`src/rtl/rca_seq_pkg.sv`:
```
// rca_seq_pkg: shared definitions for the multi-cycle ripple-carry adder.
//   state_e : controller states
//   nch()   : number of chunk passes per operation (WIDTH/CHUNK)
//   cnt_w() : chunk counter width, at least 1 bit
package rca_seq_pkg;

  typedef enum logic [1:0] {
    IDLE = 2'd0,
    RUN  = 2'd1,
    DONE = 2'd2
  } state_e;

  function automatic int nch(input int width, input int chunk);
    return width / chunk;
  endfunction

  function automatic int cnt_w(input int width, input int chunk);
    return (width / chunk > 1) ? $clog2(width / chunk) : 1;
  endfunction

endpackage

```
`src/rtl/rca_chunk.sv`:
```
// rca_chunk: combinational CHUNK-bit ripple-carry chain of full adders with
// gate-level fault injection.
//   a_i, b_i     : chunk operands
//   c_i          : carry into FA0
//   fault_en_bus : per-gate fault enable (FA k: sum gate GID_BASE+2k,
//                  carry gate GID_BASE+2k+1)
//   fault_val    : value forced onto every enabled gate output
//   sum_o        : chunk sum
//   cout_o       : carry out of the MSB FA
//   cmsb_o       : carry into the MSB FA (for signed overflow)
module rca_chunk #(
  parameter int CHUNK    = 4,
  parameter int NG       = 128,
  parameter int GID_BASE = 0
) (
  input  logic [CHUNK-1:0] a_i,
  input  logic [CHUNK-1:0] b_i,
  input  logic             c_i,
  input  logic [NG-1:0]    fault_en_bus,
  input  logic             fault_val,
  output logic [CHUNK-1:0] sum_o,
  output logic             cout_o,
  output logic             cmsb_o
);

  if (CHUNK < 2) begin : g_bad_chunk
    $error("rca_chunk: CHUNK must be >= 2");
  end
  if (GID_BASE < 0 || GID_BASE + 2*CHUNK > NG) begin : g_bad_gid
    $error("rca_chunk: gate IDs GID_BASE..GID_BASE+2*CHUNK-1 must lie inside the fault bus");
  end

  logic [CHUNK:0] carry;
  assign carry[0] = c_i;

  for (genvar k = 0; k < CHUNK; k++) begin : g_fa
    localparam int GID_S = GID_BASE + 2*k;
    localparam int GID_C = GID_BASE + 2*k + 1;
    logic sum_raw, co_raw;
    assign sum_raw      = a_i[k] ^ b_i[k] ^ carry[k];
    assign co_raw       = (a_i[k] & b_i[k]) | (carry[k] & (a_i[k] ^ b_i[k]));
    assign sum_o[k]     = fault_en_bus[GID_S] ? fault_val : sum_raw;
    assign carry[k+1]   = fault_en_bus[GID_C] ? fault_val : co_raw;
  end

  assign cout_o = carry[CHUNK];
  assign cmsb_o = carry[CHUNK-1];

  // Only 2*CHUNK bits of the campaign-wide bus belong to this chunk.
  logic unused_fault_bits;
  assign unused_fault_bits = ^fault_en_bus;

endmodule

```
`src/rtl/rca_seq.sv`:
```
// rca_seq: WIDTH-bit adder/subtractor that reuses one CHUNK-bit faultable
// ripple-carry datapath over WIDTH/CHUNK cycles.
//   clk, rst_n            : clock, synchronous active-low reset
//   in_valid / in_ready   : operand handshake (a, b, cin, sub)
//   fault_en_bus, fault_val : live gate-level faults on the shared chunk
//   out_valid / out_ready : result handshake (s, cout, ovf)
//
// state | meaning
// IDLE  | waiting for operands, in_ready=1
// RUN   | one chunk per cycle, LSB chunk first
// DONE  | result held until out_ready
module rca_seq
  import rca_seq_pkg::*;
#(
  parameter int WIDTH    = 16,
  parameter int CHUNK    = 4,
  parameter int NG       = 128,
  parameter int GID_BASE = 0
) (
  input  logic             clk,
  input  logic             rst_n,
  input  logic             in_valid,
  output logic             in_ready,
  input  logic [WIDTH-1:0] a,
  input  logic [WIDTH-1:0] b,
  input  logic             cin,
  input  logic             sub,
  input  logic [NG-1:0]    fault_en_bus,
  input  logic             fault_val,
  output logic             out_valid,
  input  logic             out_ready,
  output logic [WIDTH-1:0] s,
  output logic             cout,
  output logic             ovf
);

  if (CHUNK < 2 || WIDTH % CHUNK != 0) begin : g_bad_width
    $error("rca_seq: WIDTH must be a multiple of CHUNK and CHUNK >= 2");
  end

  localparam int NCH_P = nch(WIDTH, CHUNK);
  localparam int CW    = cnt_w(WIDTH, CHUNK);

  state_e           state_q, state_d;
  logic [CW-1:0]    cnt_q, cnt_d;
  logic [WIDTH-1:0] a_sh_q, a_sh_d;
  logic [WIDTH-1:0] b_sh_q, b_sh_d;
  logic [WIDTH-1:0] s_sh_q, s_sh_d;
  logic             carry_q, carry_d;
  logic             cout_q, cout_d;
  logic             ovf_q, ovf_d;

  logic [CHUNK-1:0] ch_sum;
  logic             ch_cout, ch_cmsb;

  rca_chunk #(
    .CHUNK   (CHUNK),
    .NG      (NG),
    .GID_BASE(GID_BASE)
  ) u_chunk (
    .a_i         (a_sh_q[CHUNK-1:0]),
    .b_i         (b_sh_q[CHUNK-1:0]),
    .c_i         (carry_q),
    .fault_en_bus(fault_en_bus),
    .fault_val   (fault_val),
    .sum_o       (ch_sum),
    .cout_o      (ch_cout),
    .cmsb_o      (ch_cmsb)
  );

  assign in_ready  = rst_n && (state_q == IDLE);
  assign out_valid = (state_q == DONE);
  assign s         = s_sh_q;
  assign cout      = cout_q;
  assign ovf       = ovf_q;

  always_comb begin
    state_d = state_q;
    cnt_d   = cnt_q;
    a_sh_d  = a_sh_q;
    b_sh_d  = b_sh_q;
    s_sh_d  = s_sh_q;
    carry_d = carry_q;
    cout_d  = cout_q;
    ovf_d   = ovf_q;
    case (state_q)
      IDLE: begin
        if (in_valid) begin
          a_sh_d  = a;
          b_sh_d  = sub ? ~b : b;
          carry_d = sub | cin;
          cnt_d   = '0;
          state_d = RUN;
        end
      end
      RUN: begin
        a_sh_d  = a_sh_q >> CHUNK;
        b_sh_d  = b_sh_q >> CHUNK;
        // Each chunk enters at the top, so after NCH passes the LSB chunk
        // has been pushed down to bit 0.
        s_sh_d  = (s_sh_q >> CHUNK) | (WIDTH'(ch_sum) << (WIDTH - CHUNK));
        carry_d = ch_cout;
        cnt_d   = cnt_q + CW'(1);
        if (cnt_q == CW'(NCH_P - 1)) begin
          cout_d  = ch_cout;
          ovf_d   = ch_cmsb ^ ch_cout;
          state_d = DONE;
        end
      end
      DONE: begin
        if (out_ready) state_d = IDLE;
      end
      default: state_d = IDLE;
    endcase
  end

  always_ff @(posedge clk) begin
    if (!rst_n) begin
      state_q <= IDLE;
      cnt_q   <= '0;
      a_sh_q  <= '0;
      b_sh_q  <= '0;
      s_sh_q  <= '0;
      carry_q <= 1'b0;
      cout_q  <= 1'b0;
      ovf_q   <= 1'b0;
    end else begin
      state_q <= state_d;
      cnt_q   <= cnt_d;
      a_sh_q  <= a_sh_d;
      b_sh_q  <= b_sh_d;
      s_sh_q  <= s_sh_d;
      carry_q <= carry_d;
      cout_q  <= cout_d;
      ovf_q   <= ovf_d;
    end
  end

endmodule

```
`config.mk`:
```
export PLATFORM = sky130hd
export DESIGN_NAME = rca_seq
export DESIGN_NICKNAME = d
export VERILOG_FILES = /design/src/rtl/rca_seq_pkg.sv /design/src/rtl/rca_chunk.sv /design/src/rtl/rca_seq.sv
export SDC_FILE = /design/constraint.sdc
export NUM_CORES = 1
export LEC_CHECK = 0
export ABC_CLOCK_PERIOD_IN_PS = 3650
export BUFFER_PORTS_ARGS = -buffer_cell sky130_fd_sc_hd__buf_2
export CAP_MARGIN = 30
export CORE_ASPECT_RATIO = 0.75
export CORE_MARGIN = 3
export CORE_UTILIZATION = 40
export DETAILED_ROUTE_END_ITERATION = 10
export PLACE_DENSITY = 0.84
export SLEW_MARGIN = 20
export SYNTH_ARGS = -nofsm -noshare
export SYNTH_HDL_FRONTEND = slang
export SYNTH_SLANG_ARGS = --single-unit
```
`constraint.sdc`:
```
create_clock -name clk -period 3.65 [get_ports clk]
set_input_delay 0.73 -clock clk [delete_from_list [all_inputs] [get_ports clk]]
set_output_delay 0.73 -clock clk [all_outputs]
set_load 0.01 [all_outputs]
```
* Word level (Yosys, flattened, before mapping)
Index checks and enable logic that the tools add are counted.
** Cells by class
- Bitwise gates (word level) :: 24
- Reduce and logical (&&, ||, !) cells :: 6
- Equal/unequal tests :: 6
- Add/sub/neg operators :: 1
- Mux-type cells :: 21
** Operator list (count)
- $pmux 16 s2 :: 2
- $mux 16 :: 3
- $not 16->16 :: 1
- $or 12x16->16 :: 1
- $mux 1 :: 9
- $xor 1x1->1 :: 9
- $and 1x1->1 :: 8
- $mux 2 :: 4
- $pmux 2 s3 :: 1
- $or 1x1->1 :: 5
- $eq 2x2->1 const B :: 2
- $ne 2x2->1 const B :: 2
- $pmux 2 s2 :: 1
- $reduce_and 2->1 :: 2
- $reduce_and 3->1 :: 1
- $add 2x1->2 const B :: 1
- $eq 2x1->1 const B :: 1
- $logic_not 2->1 :: 1
- $ne 2x1->1 const B :: 1
- $pmux 1 s2 :: 1
- $reduce_bool 2->1 :: 1
- $logic_and 1x1->1 :: 1
** Word-level totals
- Flip-flop bits (word level) :: 55
- Word-level logic and storage cells :: 66
- Input bits :: 167

* Depth between registers and ports, before layout
Gate-level depths: netlist (run 1).
- Depth in word-level cells :: 14
- Depth in mapped cells :: 11

* Cells and area by module
From an unflattened synthesis (run 1), not the netlist that was laid out.
** Second synthesis, totals
- Cell total of the unflattened synthesis :: 280
- Area total of the unflattened synthesis :: 2489.9 um^2
** Modules (own cells, without submodules)
- rca_seq :: cells each 262, instances 1, area an instance 2303.5 um^2
- rca_chunk :: cells each 18, instances 1, area an instance 186.4 um^2

* Worst setup path before layout (run 1)
Ideal clock, no wire load.
- Path type :: input to register
- From :: in fault_en_bus[1]
- To :: reg ovf_q, in the netlist ovf
- Buffers on the path :: 0
- Arrival time :: 2714 ps
- Library setup time :: 96 ps
- Slack :: 840 ps
- Cell stages on the path :: 9
- Path through :: mux2i_1 > fa_1 > mux2_2 > fa_1 > mux2i_2 > fa_1 > nand2b_2 > and3b_1 > o41ai_2
** On the way
- Longest elaborated chain between the ends :: 11
** RTL lines
- start: declaration :: line rca_seq.sv:28 : input logic [NG-1:0] fault_en_bus,
- $mux 1 * :: line rca_chunk.sv:43 : assign carry[k+1] = fault_en_bus[GID_C] ? fault_val : co_raw;
- $and 1x1->1 * :: line rca_chunk.sv:41 : assign co_raw = (a_i[k] & b_i[k]) | (carry[k] & (a_i[k] ^ b_i[k]));
- $or 1x1->1 * :: line rca_chunk.sv:41
- $mux 1 * :: line rca_chunk.sv:43
- $and 1x1->1 * :: line rca_chunk.sv:41
- $or 1x1->1 * :: line rca_chunk.sv:41
- $mux 1 * :: line rca_chunk.sv:43
- $and 1x1->1 :: line rca_chunk.sv:41
- $or 1x1->1 :: line rca_chunk.sv:41
- $mux 1 :: line rca_chunk.sv:43
- $xor 1x1->1 * :: line rca_seq.sv:106 : ovf_d = ch_cmsb ^ ch_cout;
- end signal: assignment :: line rca_seq.sv:135 : ovf_q <= ovf_d;
- end: declaration :: line rca_seq.sv:51 : logic ovf_q, ovf_d;
Mark *: on every way between the ends. The rest lies on a longest branch, timed or not.
A chain may end at the register's enable or synchronous reset.

* Final worst setup path (run 1)
- From :: in fault_val
- To :: reg ovf_q, in the netlist ovf
** On the way
- Longest elaborated chain between the ends :: 11
** RTL lines
- start: declaration :: line rca_seq.sv:29 : input logic fault_val,
- $mux 1 :: line rca_chunk.sv:43
- $and 1x1->1 :: line rca_chunk.sv:41
- $or 1x1->1 :: line rca_chunk.sv:41
- $mux 1 :: line rca_chunk.sv:43
- $and 1x1->1 :: line rca_chunk.sv:41
- $or 1x1->1 :: line rca_chunk.sv:41
- $mux 1 :: line rca_chunk.sv:43
- $and 1x1->1 :: line rca_chunk.sv:41
- $or 1x1->1 :: line rca_chunk.sv:41
- $mux 1 :: line rca_chunk.sv:43
- $xor 1x1->1 * :: line rca_seq.sv:106
Marked as above.

==> impl_metrics.ini, run 1 <==
[grt]
first_pass_grt_wire_length_um = 9473
grt_use_total_pct = 15.88
grt_max_degree = 25
number_of_antenna_violations_at_the_first_check_in_global_routing = 1
number_of_global_route_vias_before_repair = 2094
globalRoute.totalOverflow = 0

[floorplan]
die_x_um = 98.42
die_boundary_height_um = 75.32
coreArea_um2 = 6006
start_util_pct = 42.67
floorplan.die_area_um2 = 7413
placementRows = 24
pin_count = 187

[yosys]
netlist.area_leader.share_pct = 42.97
synth_flop_cell = sky130_fd_sc_hd__dfxtp_1
synth_cell_types = 40
syn-cell-area_um2 = 2562
async_flop_share_pct = 0
netlist_top_cells_count = sky130_fd_sc_hd__dfxtp_1, sky130_fd_sc_hd__nand2_1, sky130_fd_sc_hd__a21oi_1, sky130_fd_sc_hd__a22oi_1, sky130_fd_sc_hd__nor2_1
number_of_enable_type_register_cells_in_the_synthesized_netlist = 0
postSynthRegisterBits = 55
number_of_instances_in_the_synthesized_netlist = 271
avgSynthCellArea_um2 = 9.456
synth_area_leader_cell = sky130_fd_sc_hd__dfxtp_1
post-synth-top-count-cell = sky130_fd_sc_hd__dfxtp_1
synthesis.yosys.warnings = 0
yosysSeqAreaShare_pct = 42.97
postSynthNetCount = 443
netlist_top_cells_area = sky130_fd_sc_hd__dfxtp_1, sky130_fd_sc_hd__a22oi_1, sky130_fd_sc_hd__o2bb2ai_1

[clock_tree]
clock_tree_from_tritoncts = yes
cts.hold.buffers_added = 0
root_buffer_cell = sky130_fd_sc_hd__clkbuf_8
clkSinkCount = 55
clk_latency_ns = 0.32
total_clock_buffers_created_by_cts = 5
post_cts_resize_count = 0
count_of_buffers_added_by_post_cts_timing_repair_for_setup = 0
clk_pin_slew_worst_paths_ns = 0.11
cts_htree_levels = 2
max_buffers_root_to_sink = 2

[hold_path]
worst_hold_path.endpoint = s[1]$_SDFFE_PN0P_
hold_path_startpoint = s[1]$_SDFFE_PN0P_
worst_hold_path_type = reg2reg
worst_hold_depth = 2

[setup_path]
critPathArrivalTime_ns = 3.03
ff2ff_setup_slack_ns = 0.89
crit_path_cell_trace = buf_2 -> inv_1 -> mux2i_1 -> fa_1 -> mux2_2 -> fa_1 -> mux2i_2 -> fa_1 -> nand2b_2 -> and3b_1 -> o41ai_2
critPathMostFrequentCell = sky130_fd_sc_hd__fa_1
critPathRequiredTime_ns = 3.88
worstReg2RegStart = a_sh_q[0]$_SDFFE_PN0P_
worst_r2r_path_depth = 11
crit-reg2reg-capture = ovf$_SDFFE_PN0P_
crit_type = in2reg
cp-start-kind = input pin
max_stage_delay_ns = 0.37
setup_crit_end_kind = flop
critical_path.slowest_cell = sky130_fd_sc_hd__fa_1
crit_fanout = 8

[cells_and_area]
design.final.nets = 498
layout-drive-gt1-share_pct = 28.75
antennaDiodeCount = 0
layout-area-overhead-vs-synth_pct = 15.53

[timing]
fin_worst_skew_ns = 0.01159
worst_hold_slack_ns = 0.4605
timing.final.crit_share_pct = 76.82
unrepaired_setup_endpoints_after_global_routing = no
tightest_slew_ns = 0.8162
timing_hold_violations_final = 0
achievable-frequency_ghz = 0.3566
final_setup_tns_ns = 0
timing_max_transition_violations_final = 0
layout_min_cycle_time_ns = 2.804
slew_headroom_pct = 45.53
setup_viol = 0

[route]
drcViolationCount = 0
dr_total_vias = 2147
post_drt_via_cell_ratio = 5.301
antenna_left = 0
drtPass1Iterations = 4
route.detailed.wl_per_inst_um = 14.52
drt-initial-drc-count = 173
drt-total-wl_um = 5880

[power]
powerDensity_nw_per_um2 = 416.0
max-vdd-ir-drop_mv = 0.2234
power.total_mw = 1.231
power.leakage_nw = 1.224

[placement]
dp_hpwl_um = 4211
buffer_ports.inserted = 66
place.gp.congestion = 0.8270

[run_status]
status = completed

[flow_run]
timing.max_cap.violations = 0
[critical path: cells and delay by family]
kind                       cells  cell delay, ns
and+or+nand+nor                2            0.28
adders and majority gates      3            0.97
muxes                          3            0.58
AOI/OAI and AO/OA              1            0.26
buffers and inverters          2            0.20
[worst max-delay path by stage]
stage / start / to / slack, ns
after global placement: fault_val / ovf$_SDFFE_PN0P_ / 0.59
after floorplan: fault_en_bus[1] / ovf$_SDFFE_PN0P_ / 0.84
after CTS: fault_val / ovf$_SDFFE_PN0P_ / 0.85
final: fault_val / ovf$_SDFFE_PN0P_ / 0.85
after global routing: fault_val / ovf$_SDFFE_PN0P_ / 0.73
after detailed placement: fault_val / ovf$_SDFFE_PN0P_ / 0.52
[state kept, by name, summed over array words and instances, names as in the netlist]
signal,cells
a_sh_q,16
b_sh_q,16
carry_q,1
cnt_q,2
cout,1
ovf,1
s,16
state_q,2
[power breakdown]
| part | switching, mW | internal [mW] | total [mW] |
|---|---|---|---|
| clock | 0.206 | 0.155 | 0.361 |
| combinational | 0.120 | 0.0890 | 0.209 |
| sequential | 0.0230 | 0.638 | 0.661 |
[kinds of logic after synthesis]
family          share of synthesized area, %
compound gates                         25.54
simple gates                           12.94
flops                                  42.97
buf+inv                                6.934
xor+xnor                               5.469
mux                                    2.539
fa+ha+maj                              3.613
[cells in the final DEF (no fill, tap or decap), types with 2 or more instances in the layout]
master                       n
sky130_fd_sc_hd__a211oi_2    2
sky130_fd_sc_hd__a21oi_1    27
sky130_fd_sc_hd__a221oi_1    2
sky130_fd_sc_hd__a22oi_1    21
sky130_fd_sc_hd__and2_2      2
sky130_fd_sc_hd__buf_2      66
sky130_fd_sc_hd__buf_4       2
sky130_fd_sc_hd__clkbuf_8    6
sky130_fd_sc_hd__dfxtp_1    55
sky130_fd_sc_hd__fa_1        4
sky130_fd_sc_hd__inv_1       9
sky130_fd_sc_hd__mux2i_1     4
sky130_fd_sc_hd__nand2_1    28
sky130_fd_sc_hd__nand2b_2    4
sky130_fd_sc_hd__nor2_1     21
sky130_fd_sc_hd__o21ai_0    12
sky130_fd_sc_hd__o22ai_1     7
sky130_fd_sc_hd__o2bb2ai_1  17
sky130_fd_sc_hd__xor2_1     16
[per-stage QoR]
| step | utilization (%) | worst slack [ns] | area [um^2] | cells |
|---|---|---|---|---|
| finish | 49.29 | 0.8459 | 2960 | 405 |
| detailed placement | 47.65 | 0.5152 | 2861 | 397 |
| global route | 49.29 | 0.7313 | 2960 | 405 |
| CTS | 49.29 | 0.8481 | 2960 | 405 |
| global placement | 47.65 | 0.5934 | 2861 | 397 |
| floorplan | - | 0.8401 | 2562 | 271 |
[area by class of cell]
type	count	area [um^2]
clock buffer	6	82.58
clock inverter	2	16.27
fill	582	3045
inverter	9	33.78
multi-input combinational	187	1284
sequential	55	1101
tap	78	97.59
timing repair buffer	68	345.3
[per-layer routing]
metal,up-vias,wire (um),global-route usage [%]
li1,1065,-,-
met1,1001,2752,20.67
met2,69,2628,25.99
met3,10,405,4.666
met4,2,82,5.000
met5,-,11,0
Note: power is estimated with default switching activity, not from simulation.
==> inputs of run 2 (changes only) <==
ABC_CLOCK_PERIOD_IN_PS = 2400   (was 3650)
CORE_UTILIZATION = 37   (was 40)
PLACE_DENSITY = 0.82   (was 0.84)
clock period = 2.4 ns   (was 3.65 ns; I/O delays follow)
==> run 2 against run 1 <==
Compared with the run above:
- worst setup slack worse by 1.1 ns
- highest routed layer is now met4
- the run now ends with setup timing left
- worst hold slack worse by 0.044 ns
- count of clock-buffer cells in the layout fell by 1
- design area rose by 2.9%
==> impl_metrics.ini, run 2 (synthesis results as in run 1) <==
[cells_and_area]
layout-area-overhead-vs-synth_pct = 18.85
mostFrequentLayoutCell = sky130_fd_sc_hd__buf_2
multi_input_area_um2 = 1311
seqCellArea_um2 = 1102
layout-drive-gt1-share_pct = 32.54
final_cell_mix = sky130_fd_sc_hd__buf_2, sky130_fd_sc_hd__dfxtp_1, sky130_fd_sc_hd__nand2_1
design.final.nets = 506
final.fill_count = 641
antennaDiodeCount = 0

[route]
drcViolationCount = 0
post_drt_via_cell_ratio = 5.238
drt-total-wl_um = 6460
route.detailed.wl_per_inst_um = 15.53
dr_total_vias = 2179
drtPass1Iterations = 4
antenna_left = 0
drt-initial-drc-count = 134

[setup_path]
crit_fanout = 2
ff2ff_setup_slack_ns = -0.28
critPathMostFrequentCell = sky130_fd_sc_hd__fa_2
cp-start-kind = flop
critical_path.slowest_cell = sky130_fd_sc_hd__fa_2
critPathArrivalTime_ns = 2.94
worst_r2r_path_depth = 11
max_stage_delay_ns = 0.51
setup_crit_end_kind = flop
crit_type = reg2reg
critPathRequiredTime_ns = 2.66
crit_path_cell_trace = inv_1 -> fa_1 -> mux2i_1 -> fa_2 -> mux2_4 -> fa_2 -> mux2i_4 -> fa_2 -> nor2_4 -> o21ai_1 -> a21oi_1

[floorplan]
die_x_um = 102.1
start_util_pct = 39.38
floorplan.die_area_um2 = 7971
die_boundary_height_um = 78.07
pin_count = 187
placementRows = 25
coreArea_um2 = 6506

[power]
netSwitchingPower_mw = 0.5609
cellInternalPower_mw = 1.336
power.total_mw = 1.897
power.leakage_nw = 1.267
power_frac_seq_pct = 53.5
powerDensity_nw_per_um2 = 622.8
switching_share_pct = 29.57
comb_power_share_pct = 18.1
max-vdd-ir-drop_mv = 0.2772
clock_power_share_pct = 28.4

[timing]
timing_max_transition_violations_final = 0
slew_headroom_pct = 49.39
timing_hold_violations_final = 0
layout_min_cycle_time_ns = 2.679
setup_slack_ns = -0.2786
tightest_slew_ns = 0.7581
worst_hold_slack_ns = 0.4166
unrepaired_setup_endpoints_after_global_routing = yes
fin_worst_skew_ns = 0.01411
achievable-frequency_ghz = 0.3733
timing.final.crit_share_pct = 111.6
setup_viol = 4

[grt]
globalRoute.totalOverflow = 0
number_of_global_route_vias_before_repair = 2130
grt_use_total_pct = 16.77
first_pass_grt_wire_length_um = 10390
grt_max_degree = 23
number_of_antenna_violations_at_the_first_check_in_global_routing = 0

[clock_tree]
clkSinkCount = 55
cts_htree_levels = 2
max_buffers_root_to_sink = 2
total_clock_buffers_created_by_cts = 5
clk_latency_ns = 0.32
root_buffer_cell = sky130_fd_sc_hd__clkbuf_8
clk_pin_slew_worst_paths_ns = 0.11
clock_tree_from_tritoncts = yes

[placement]
buffer_ports.inserted = 66
place.gp.congestion = 0.7963
detailedPlace.worstSlack_ns = -0.4629
dp_hpwl_um = 4656

[run_status]
status = finished with violations
failed_checks = setup timing

[flow_run]
timing.max_cap.violations = 0

[hold_path]
worst_hold_depth = 3
worst_hold_path_type = in2reg
run 2: power groups by stage:
| stage | Combinational (mW) | Clock [mW] | Sequential (mW) |
|---|---|---|---|
| 4_1_cts | 0.335 | 0.546 | 1.01 |
| 5_1_grt | 0.384 | 0.586 | 1.02 |
| 3_3_place_gp | 0.317 | 0 | 1.03 |
| 6_report | 0.343 | 0.538 | 1.01 |
| 2_1_floorplan | 0.239 | 0 | 1.02 |
| 3_5_place_dp | 0.325 | 0 | 1.03 |
run 2: per-layer routing:
metal	global-route usage [%]	share of wire, %	vias up
li1	-	-	1085
met1	22.59	45	1003
met2	25.55	46	75
met3	4.352	6.9	16
met4	6.684	2.3	0
met5	0	0	-
run 2: timing repair:
| action | CTS | global route |
|---|---|---|
| pin swaps | 4 | 0 |
| hold buffers | 0 | 0 |
| resized for setup | 4 | 2 |
| setup buffers | 1 | 0 |
| endpoints found under the setup margin | 4 | 4 |
run 2: metrics by stage:
| stage | instance area [um^2] | TNS, ns | instances | util (%) |
|---|---|---|---|---|
| finish | 3045 | -0.7049 | 416 | 46.81 |
| global route | 3045 | -1.166 | 416 | 46.81 |
| CTS | 3039 | -0.6053 | 416 | 46.71 |
| detailed placement | 2929 | -1.469 | 407 | 45.02 |
| global placement | 2929 | -1.213 | 407 | 45.02 |
| floorplan | 2574 | -0.3286 | 271 | - |
run 2: path summary, 6_finish.rpt:
check / from / endpoint
setup / recovery: carry_q$_SDFFE_PN0P_ / s[15]$_SDFFE_PN0P_
hold / removal: a[12] / a_sh_q[12]$_SDFFE_PN0P_
setup reg to reg: carry_q$_SDFFE_PN0P_ / s[15]$_SDFFE_PN0P_
hold reg to reg: s[2]$_SDFFE_PN0P_ / s[2]$_SDFFE_PN0P_
run 2: final cells by class:
| class | count | area share (%) |
|---|---|---|
| clock buffer | 5 | 2.260 |
| clock inverter | 3 | 0.7395 |
| inverter | 9 | 1.109 |
| multi-input combinational | 187 | 43.06 |
| sequential | 55 | 36.20 |
| tap | 81 | 3.328 |
| timing repair buffer | 76 | 13.31 |
run 2: worst max-delay path: cells and delay by family, from the launching register on:
family	cells	cell delay, ns
compound gates	2	0.21
flops	1	0.33
buf+inv	1	0.06
fa+ha+maj	4	1.36
mux	3	0.55
simple gates	1	0.12
